$ cat src/rtl/i2c_reg_bridge.sv
// i2c_reg_bridge: I2C slave front-end that turns bus transactions
// into single-cycle strobes for a downstream GPIO register port.
module i2c_reg_bridge #(
    parameter logic [6:0] DEV_ADDR   = 7'h30,
    parameter logic [3:0] PORT_ID    = 4'h0,
    parameter int         FILTER_LEN = 3
) (
    input  logic        SYSCLK,
    input  logic        RESET_N,
    input  logic        SCL_IN,
    input  logic        SDA_IN,
    output logic        SDA_OE,
    output logic        PORT_CS,
    output logic [15:0] OFFSET_SEL,
    output logic        RD_WR,
    output logic [7:0]  WR_DATA,
    input  logic [7:0]  RD_DATA
);

    typedef enum logic [3:0] {
        IDLE,
        DEVADDR,
        DEVACK,
        PTR,
        PTRACK,
        WRDATA,
        WRACK,
        RDLOAD,
        RDDATA,
        RDACK,
        WAITSTOP
    } state_t;

    localparam logic [2:0] FLT_MAX = 3'(FILTER_LEN - 1);

    logic [1:0] scl_sync;
    logic [1:0] sda_sync;
    logic [2:0] scl_cnt;
    logic [2:0] sda_cnt;
    logic       scl_f;
    logic       sda_f;
    logic       scl_d;
    logic       sda_d;

    logic       scl_rise;
    logic       scl_fall;
    logic       start_det;
    logic       stop_det;
    logic       port_hit;

    state_t     state;
    state_t     state_n;
    logic [3:0] bit_cnt;
    logic [3:0] bit_n;
    logic [6:0] rx_sr;
    logic [6:0] rx_n;
    logic [7:0] tx_sr;
    logic [7:0] tx_n;
    logic [7:0] ptr;
    logic [7:0] ptr_n;
    logic [1:0] ld_cnt;
    logic [1:0] ld_n;
    logic       rw_q;
    logic       rw_n;
    logic       sda_oe_q;
    logic       oe_n;
    logic       port_cs_q;
    logic       cs_n;
    logic       rd_wr_q;
    logic       rdwr_n;
    logic [7:0] wr_data_q;
    logic [7:0] wdat_n;
    logic       inc_pend;
    logic       inc_n;
    logic [7:0] byte_in;

    // Two-flop synchronizers on the raw pins (bus idles high)
    always_ff @(posedge SYSCLK or negedge RESET_N) begin
        if (!RESET_N) begin
            scl_sync <= 2'b11;
            sda_sync <= 2'b11;
        end else begin
            scl_sync <= {scl_sync[0], SCL_IN};
            sda_sync <= {sda_sync[0], SDA_IN};
        end
    end

    // Glitch filter: a new level is taken once it has held FILTER_LEN cycles
    always_ff @(posedge SYSCLK or negedge RESET_N) begin
        if (!RESET_N) begin
            scl_f   <= 1'b1;
            sda_f   <= 1'b1;
            scl_cnt <= '0;
            sda_cnt <= '0;
        end else begin
            if (scl_sync[1] == scl_f) begin
                scl_cnt <= '0;
            end else if (scl_cnt == FLT_MAX) begin
                scl_f   <= scl_sync[1];
                scl_cnt <= '0;
            end else begin
                scl_cnt <= scl_cnt + 3'd1;
            end
            if (sda_sync[1] == sda_f) begin
                sda_cnt <= '0;
            end else if (sda_cnt == FLT_MAX) begin
                sda_f   <= sda_sync[1];
                sda_cnt <= '0;
            end else begin
                sda_cnt <= sda_cnt + 3'd1;
            end
        end
    end

    // Previous filtered levels for edge and START/STOP detection
    always_ff @(posedge SYSCLK or negedge RESET_N) begin
        if (!RESET_N) begin
            scl_d <= 1'b1;
            sda_d <= 1'b1;
        end else begin
            scl_d <= scl_f;
            sda_d <= sda_f;
        end
    end

    assign scl_rise  = scl_f & ~scl_d;
    assign scl_fall  = ~scl_f & scl_d;
    assign start_det = scl_f & scl_d & sda_d & ~sda_f;
    assign stop_det  = scl_f & scl_d & ~sda_d & sda_f;
    assign port_hit  = (ptr[7:4] == PORT_ID);

    // State and datapath registers
    always_ff @(posedge SYSCLK or negedge RESET_N) begin
        if (!RESET_N) begin
            state     <= IDLE;
            bit_cnt   <= '0;
            rx_sr     <= '0;
            tx_sr     <= 8'hFF;
            ptr       <= 8'h00;
            ld_cnt    <= '0;
            rw_q      <= 1'b0;
            sda_oe_q  <= 1'b0;
            port_cs_q <= 1'b0;
            rd_wr_q   <= 1'b1;
            wr_data_q <= 8'h00;
            inc_pend  <= 1'b0;
        end else begin
            state     <= state_n;
            bit_cnt   <= bit_n;
            rx_sr     <= rx_n;
            tx_sr     <= tx_n;
            ptr       <= ptr_n;
            ld_cnt    <= ld_n;
            rw_q      <= rw_n;
            sda_oe_q  <= oe_n;
            port_cs_q <= cs_n;
            rd_wr_q   <= rdwr_n;
            wr_data_q <= wdat_n;
            inc_pend  <= inc_n;
        end
    end

    // Next-state, bit shifting, ACK driving and port strobes
    always_comb begin
        state_n = state;
        bit_n   = bit_cnt;
        rx_n    = rx_sr;
        tx_n    = tx_sr;
        ptr_n   = ptr;
        ld_n    = ld_cnt;
        rw_n    = rw_q;
        oe_n    = sda_oe_q;
        cs_n    = 1'b0;
        rdwr_n  = 1'b1;
        wdat_n  = wr_data_q;
        inc_n   = 1'b0;
        byte_in = {rx_sr, sda_f};

        if (inc_pend) begin
            ptr_n[3:0] = ptr[3:0] + 4'd1;
        end

        if (start_det) begin
            state_n = DEVADDR;
            bit_n   = '0;
        end else if (stop_det) begin
            state_n = IDLE;
            bit_n   = '0;
        end else begin
            case (state)
                DEVADDR: begin
                    if (scl_rise) begin
                        rx_n  = byte_in[6:0];
                        bit_n = bit_cnt + 4'd1;
                        if (bit_cnt == 4'd7) begin
                            rw_n = byte_in[0];
                            if (byte_in[7:1] == DEV_ADDR) begin
                                state_n = DEVACK;
                            end else begin
                                state_n = WAITSTOP;
                            end
                        end
                    end
                end
                DEVACK, PTRACK, WRACK: begin
                    if (scl_fall && bit_cnt == 4'd8) begin
                        oe_n = 1'b1;
                    end else if (scl_fall && bit_cnt == 4'd9) begin
                        oe_n  = 1'b0;
                        bit_n = '0;
                        if (state == DEVACK) begin
                            state_n = PTR;
                        end else begin
                            state_n = WRDATA;
                        end
                    end else if (scl_rise) begin
                        bit_n = 4'd9;
                        if (state == DEVACK && rw_q) begin
                            state_n = RDLOAD;
                            ld_n    = '0;
                        end
                    end
                end
                PTR: begin
                    if (scl_rise) begin
                        rx_n  = byte_in[6:0];
                        bit_n = bit_cnt + 4'd1;
                        if (bit_cnt == 4'd7) begin
                            ptr_n   = byte_in;
                            state_n = PTRACK;
                        end
                    end
                end
                WRDATA: begin
                    if (scl_rise) begin
                        rx_n  = byte_in[6:0];
                        bit_n = bit_cnt + 4'd1;
                        if (bit_cnt == 4'd7) begin
                            wdat_n  = byte_in;
                            cs_n    = port_hit;
                            rdwr_n  = 1'b0;
                            inc_n   = 1'b1;
                            state_n = WRACK;
                        end
                    end
                end
                RDLOAD: begin
                    ld_n = ld_cnt + 2'd1;
                    if (ld_cnt == 2'd0) begin
                        cs_n = port_hit;
                    end else if (ld_cnt == 2'd3) begin
                        tx_n    = port_hit ? RD_DATA : 8'hFF;
                        bit_n   = '0;
                        state_n = RDDATA;
                    end
                end
                RDDATA: begin
                    if (scl_fall) begin
                        oe_n = ~tx_sr[7];
                        tx_n = {tx_sr[6:0], 1'b1};
                    end else if (scl_rise) begin
                        bit_n = bit_cnt + 4'd1;
                        if (bit_cnt == 4'd7) begin
                            state_n = RDACK;
                        end
                    end
                end
                RDACK: begin
                    if (scl_fall) begin
                        oe_n = 1'b0;
                    end else if (scl_rise) begin
                        if (!sda_f) begin
                            ptr_n[3:0] = ptr[3:0] + 4'd1;
                            ld_n       = '0;
                            state_n    = RDLOAD;
                        end else begin
                            state_n = WAITSTOP;
                        end
                    end
                end
                default: begin
                    state_n = state;
                end
            endcase
        end
    end

    assign SDA_OE     = sda_oe_q;
    assign PORT_CS    = port_cs_q;
    assign RD_WR      = rd_wr_q;
    assign WR_DATA    = wr_data_q;
    assign OFFSET_SEL = 16'd1 << ptr[3:0];

endmodule
$ cat config.mk
export PLATFORM = sky130hd
export DESIGN_NAME = i2c_reg_bridge
export DESIGN_NICKNAME = d
export VERILOG_FILES = /design/src/rtl/i2c_reg_bridge.sv
export SDC_FILE = /design/constraint.sdc
export NUM_CORES = 1
export LEC_CHECK = 0
export CAP_MARGIN = 40
export CORE_MARGIN = 2
export CORE_UTILIZATION = 57
export DETAILED_ROUTE_END_ITERATION = 16
export HOLD_SLACK_MARGIN = 0.15
export PLACE_DENSITY = 0.81
export SLEW_MARGIN = 20
export SYNTH_ARGS = -nofsm -noshare
export SYNTH_HDL_FRONTEND = slang
export SYNTH_SLANG_ARGS = --single-unit
$ cat constraint.sdc
create_clock -name SYSCLK -period 2.6 [get_ports SYSCLK]
set_input_delay 0.78 -clock SYSCLK [delete_from_list [all_inputs] [get_ports SYSCLK]]
set_output_delay 0.78 -clock SYSCLK [all_outputs]
set_load 0.01 [all_outputs]
* After elaboration in Yosys (flattened, before gate mapping)
Index checks and enable logic that the tools add are counted.
** Word-level totals
- Flip-flop bits (word level) :: 60
- Bits in latches :: 0
- RAM bits :: 0
- Memory bits (read-only) :: 0
- Input port bits :: 12
- Output and inout port bits :: 27
- Word-level logic and storage cells :: 192
- Memories :: 0
** Cells by class
- Add/subtract/negate cells :: 5
- Multiply operators :: 0
- Divide/modulo/power cells :: 0
- Order comparisons :: 0
- Eq/ne operators :: 46
- Shift-type cells :: 1
- Multiplexer cells :: 80
- Bitwise operators :: 16
- Reductions and logical operators :: 23
** Operator list (number)
- $mux W4 :: 38
- $ne A4 B4 Y1 const B :: 14
- $mux W8 :: 4
- $pmux W4 S7 :: 1
- $ne A2 B2 Y1 const B :: 11
- $eq A4 B3 Y1 const B :: 5
- $mux W1 :: 19
- $reduce_and A6 Y1 :: 3
- $reduce_and A17 Y1 :: 1
- $eq A4 B4 Y1 const B :: 4
- $pmux W4 S4 :: 1
- $pmux W8 S2 :: 1
- $shl A1 B4 Y16 const A :: 1
- $mux W3 :: 5
- $reduce_and A5 Y1 :: 3
- $mux W2 :: 7
- $ne A5 B5 Y1 const B :: 2
- $reduce_and A10 Y1 :: 1
- $not A1 Y1 :: 9
- $reduce_bool A9 Y1 :: 1
- $add A4 B1 Y4 const B :: 2
- $eq A4 B2 Y1 const B :: 2
- $pmux W4 S2 :: 1
- $and A1 B1 Y1 :: 7
- 20 further kinds :: 28

* Longest topological paths before layout
- Depth in word-level cells :: 9
- Mapped depth :: 9
- Mapped depth without buffers :: 8

* Least setup slack after synthesis
Ideal clock, no wire load.
- Path type :: reg-to-reg
- Start :: reg scl_f
- End :: reg state[3]
- Arrival :: 1.986 ns
- Path slack :: 0.489 ns
- Cell stages (with the launch flop) :: 9
- Period minus slack after synthesis :: 2.111 ns
- Cell sequence :: dfstp_2 buf_6 nor2b_4 buf_6 and3_1 buf_4 o221ai_2 a211oi_2 mux2_2
** Between the ends
- Longest elaborated chain between the ends :: 8
- Elaborated cells on any way between the ends :: 33
- Those cells by class :: 16 x eq/ne; 5 x mux; 8 x bitwise; 4 x reduce/logical
** Ends and longest elaborated chain
- from (decl) :: line 40 : logic scl_f;
- from (signal assigned) :: line 99 : scl_f <= scl_sync[1];
- $not A1 Y1 :: line 127 : assign scl_fall = ~scl_f & scl_d;
- $and A1 B1 Y1 :: line 127
- $logic_and A1 B1 Y1 :: line 208 : end else if (scl_fall && bit_cnt == 4'd9) begin
- $mux W4 :: line 208
- $mux W4 :: line 206 : if (scl_fall && bit_cnt == 4'd8) begin
- $pmux W4 S7 :: line 190 : case (state)
- $mux W4 :: line 186 : end else if (stop_det) begin
- $mux W4 :: line 183 : if (start_det) begin
- to (signal assigned) :: line 148 : state <= state_n;
- to (decl) :: line 51 : state_t state;
Parallel ways exist; a longest one is shown, timed or not. The select of a mux whose other input is x is not followed.
A chain may end at the register's enable or synchronous reset.

* Worst setup path after layout
- Start :: reg ptr[0]
- End :: out OFFSET_SEL[14]
** Between the ends
- Longest elaborated chain between the ends :: 1
** Ends and longest elaborated chain
- from (decl) :: line 59 : logic [7:0] ptr;
- from (signal assigned) :: line 152 : ptr <= ptr_n;
- $shl A1 B4 Y16 :: line 292 : assign OFFSET_SEL = 16'd1 << ptr[3:0];
- to (decl) :: line 14 : output logic [15:0] OFFSET_SEL,
Every way passes these cells.

==> out/results.ini <==
[run_status]
status=finished, final reports clean

[place]
place_hpwl_um=5010
port_buffers=38
routabilityCongestion=0.919
placed_area_sq_um=3900

[clocking]
clk_pin_slew_ps=70
clk-insertion-delay-late_ps=350
cts.sinks=60
root_buffer=clkbuf_8
cts_tree=done
cts.htree.levels=3
clk_path_buf_depth=2
cts-buffers-inserted=9

[critical_path]
cpPeakStageDelay_ps=530
cp-start-kind=flip-flop
cp.arrival_ps=1750
worstSetupEndpointType=primary output
path_cells=inv_2 -> ha_2 -> and3_1 -> clkdlybuf4s50_1
path_class=reg2out
worstPathMaxFanout=5
cp.required_ps=1820
slowest_stage=clkdlybuf4s50_1

[floorplanning]
ios=39
rows=28
fp.dieW_um=82.3
dieArea_sq_um=6780
coreArea_sq_um=5920
die_h_um=82.3
start_util=0.591

[sta]
holdWs_ps=355
maxSlewViolCount=0
period_needed_ps=2530
timing.fmax_ghz=0.395
fin_skew_ps=12.1
setup_viol=0
hold_viol=0
tightestPinTransition_ps=523
slew_headroom=0.648
timing.final.crit_share=0.974

[synth]
synth_xor_area_frac=0.0250
synth_compound_area_frac=0.162
seq_area_frac_synth=0.435
yosysUniqueCellTypes=69
synth_ff_type=dfrtp_1
async_flop_share=1.00
synth_nets=367
syn_area_per_cell_sq_um=10.2
synth_fa_ha_area_frac=0.0394
synth_area_sq_um=3500
synth_edf_count=0
synthSimpleGateAreaFrac=0.206
synthMuxAreaShare=0.0698
ys_ff_latch=60
ys.warnings.count=0
synth_top_family_by_area=simple AND/OR/NAND/NOR gates
syn_inst=344

[grt]
grt_pass1_wl_um=12400
grt_max_degree=61
first_global_vias=2609
antenna_found_initial=0
overflow=0
grt_usage=0.244

[routing]
detail-route-antenna-nets=0
dr.pass1.iters=7
wire_per_inst_um=16.0
drc=0
routed_wl_um=7400
drtIter0Drc=314
viasPerCell=5.90
vias=2739

[min_path]
hold_class=reg2reg

[power]
leakagePower_nw=1.85
powerDensity_nw_per_um2=1020
vdd.ir_drop.worst_uv=622

[cells_and_area]
ff_latch_area_sq_um=1530
nFillCells=439
syn_to_final_growth_pct=18.2
final_util=0.698
final_area_sq_um=4140
antenna_cells=0
layout-drive-gt1-share=0.219
finalNetCount=407
multiInputGateArea_sq_um=1760

[run]
maxCapViolations=0

## final timing paths
kind	start	end	slack [ps]	depth (start not counted)
max	ptr[0]	OFFSET_SEL[14]	70	4
min	scl_sync[0]	scl_sync[1]	360	0
max reg2reg	state[1]	ld_cnt[0]	210	6
min reg2reg	scl_sync[0]	scl_sync[1]	360	0
max in group asynchronous	RESET_N	sda_f	1870	2
min in group asynchronous	RESET_N	SDA_OE	430	2
## kinds of logic after synthesis
group / after synthesis
compound gates: 78
xor+xnor: 10
fa+ha+maj: 11
buf+inv: 42
flops: 60
mux: 22
simple gates: 121
## stage by stage
| step | TNS [ps] | std cells | total power, W | setup slack (ps) |
|---|---|---|---|---|
| after detailed placement | 0 | 444 | 0.00335 | 285 |
| after global routing | -0.392 | 464 | 0.00452 | -0.392 |
| after global placement | 0 | 444 | 0.00329 | 326 |
| after floorplan | 0 | 344 | 0.00293 | 489 |
| after CTS | 0 | 461 | 0.00419 | 6.78 |
| final | 0 | 464 | 0.00423 | 66.7 |
## worst max-delay path, delay by kind of cell (launching register included)
kind,cells,cell delay (ps)
adders and majority gates,1,190
and+or+nand+nor,1,150
buffers and inverters,2,620
DFF,1,440
## area by class of cell
cell class	instances	share of cell area
well taps	75	0.0227
clock inverters	5	0.0127
multi-input cells	242	0.426
clock buffers	11	0.0318
inverters	21	0.0191
repair buffers	50	0.118
flip-flops and latches	60	0.369
## flip-flops by register name, indices dropped and copies added, names as in the netlist, 2 cells and up
name and flops:
ptr 8, sda_sync 2, WR_DATA 8, rx_sr 7, sda_cnt 3, bit_cnt 4, scl_sync 2, scl_cnt 3
ld_cnt 2, state 4, tx_sr 8
## layer usage
metal  vias to the layer above  track usage  wire, um
li1                       1308            -         -
met1                      1330        0.321      3230
met2                        89        0.390      3630
met3                        12       0.0565       414
met4                         0        0.100       125
met5                         -            0         0
## what timing repair did
item	CTS	global route
hold buffers	0	0
setup buffers	1	3
hold endpoints to repair	0	0
setup endpoints to repair	14	13
resized for setup	7	7
## synth_stat cells (all sizes together), types with 5 or more instances
master	number	share of area
nor2b	12	0.026
a21oi	14	0.023
o21ai	26	0.038
xnor2	7	0.018
dfstp	17	0.13
and3	6	0.011
and2	12	0.021
buf	15	0.033
nor3	5	0.0072
nor2	19	0.025
nand2b	5	0.0089
nand3	9	0.014
nand2	28	0.031
dfrtp	43	0.31
inv	21	0.023
mux2	19	0.061
o22ai	6	0.011
nor4	5	0.011
ha	11	0.039
clkbuf	6	0.0064
o221ai	8	0.022
## report_power, final
part	leakage, nW	internal, W	switching [W]
registers	0.753	0.00124	0.000336
logic	1.00	0.000834	0.00102
clock network	0.0931	0.000438	0.000367
## layout by cell type (no fill, tap or decap), types with 3 or more instances in the layout
cell             count
dfrtp_2              4
o221ai_1             7
nor3b_1              3
o21ai_0             24
nand4_1              3
a21oi_1             13
nand2b_1             5
o22ai_1              6
nor2_1              17
buf_4               10
inv_1               19
dfstp_2             17
and2_1              12
mux2_1               4
xor2_1               3
dlymetal6s2s_1       5
mux2i_1              3
nor2b_1              9
nor4_1               4
mux2_2              15
or4_1                3
nor3_1               5
dfrtp_1             39
clkbuf_8             9
clkinv_2             3
nand2_1             27
and3_1               6
xnor2_1              7
nand3_1              8
dlygate4sd2_1        3
clkdlybuf4s50_1     30
ha_1                10
No activity file was read; power rests on OpenSTA's default activity.
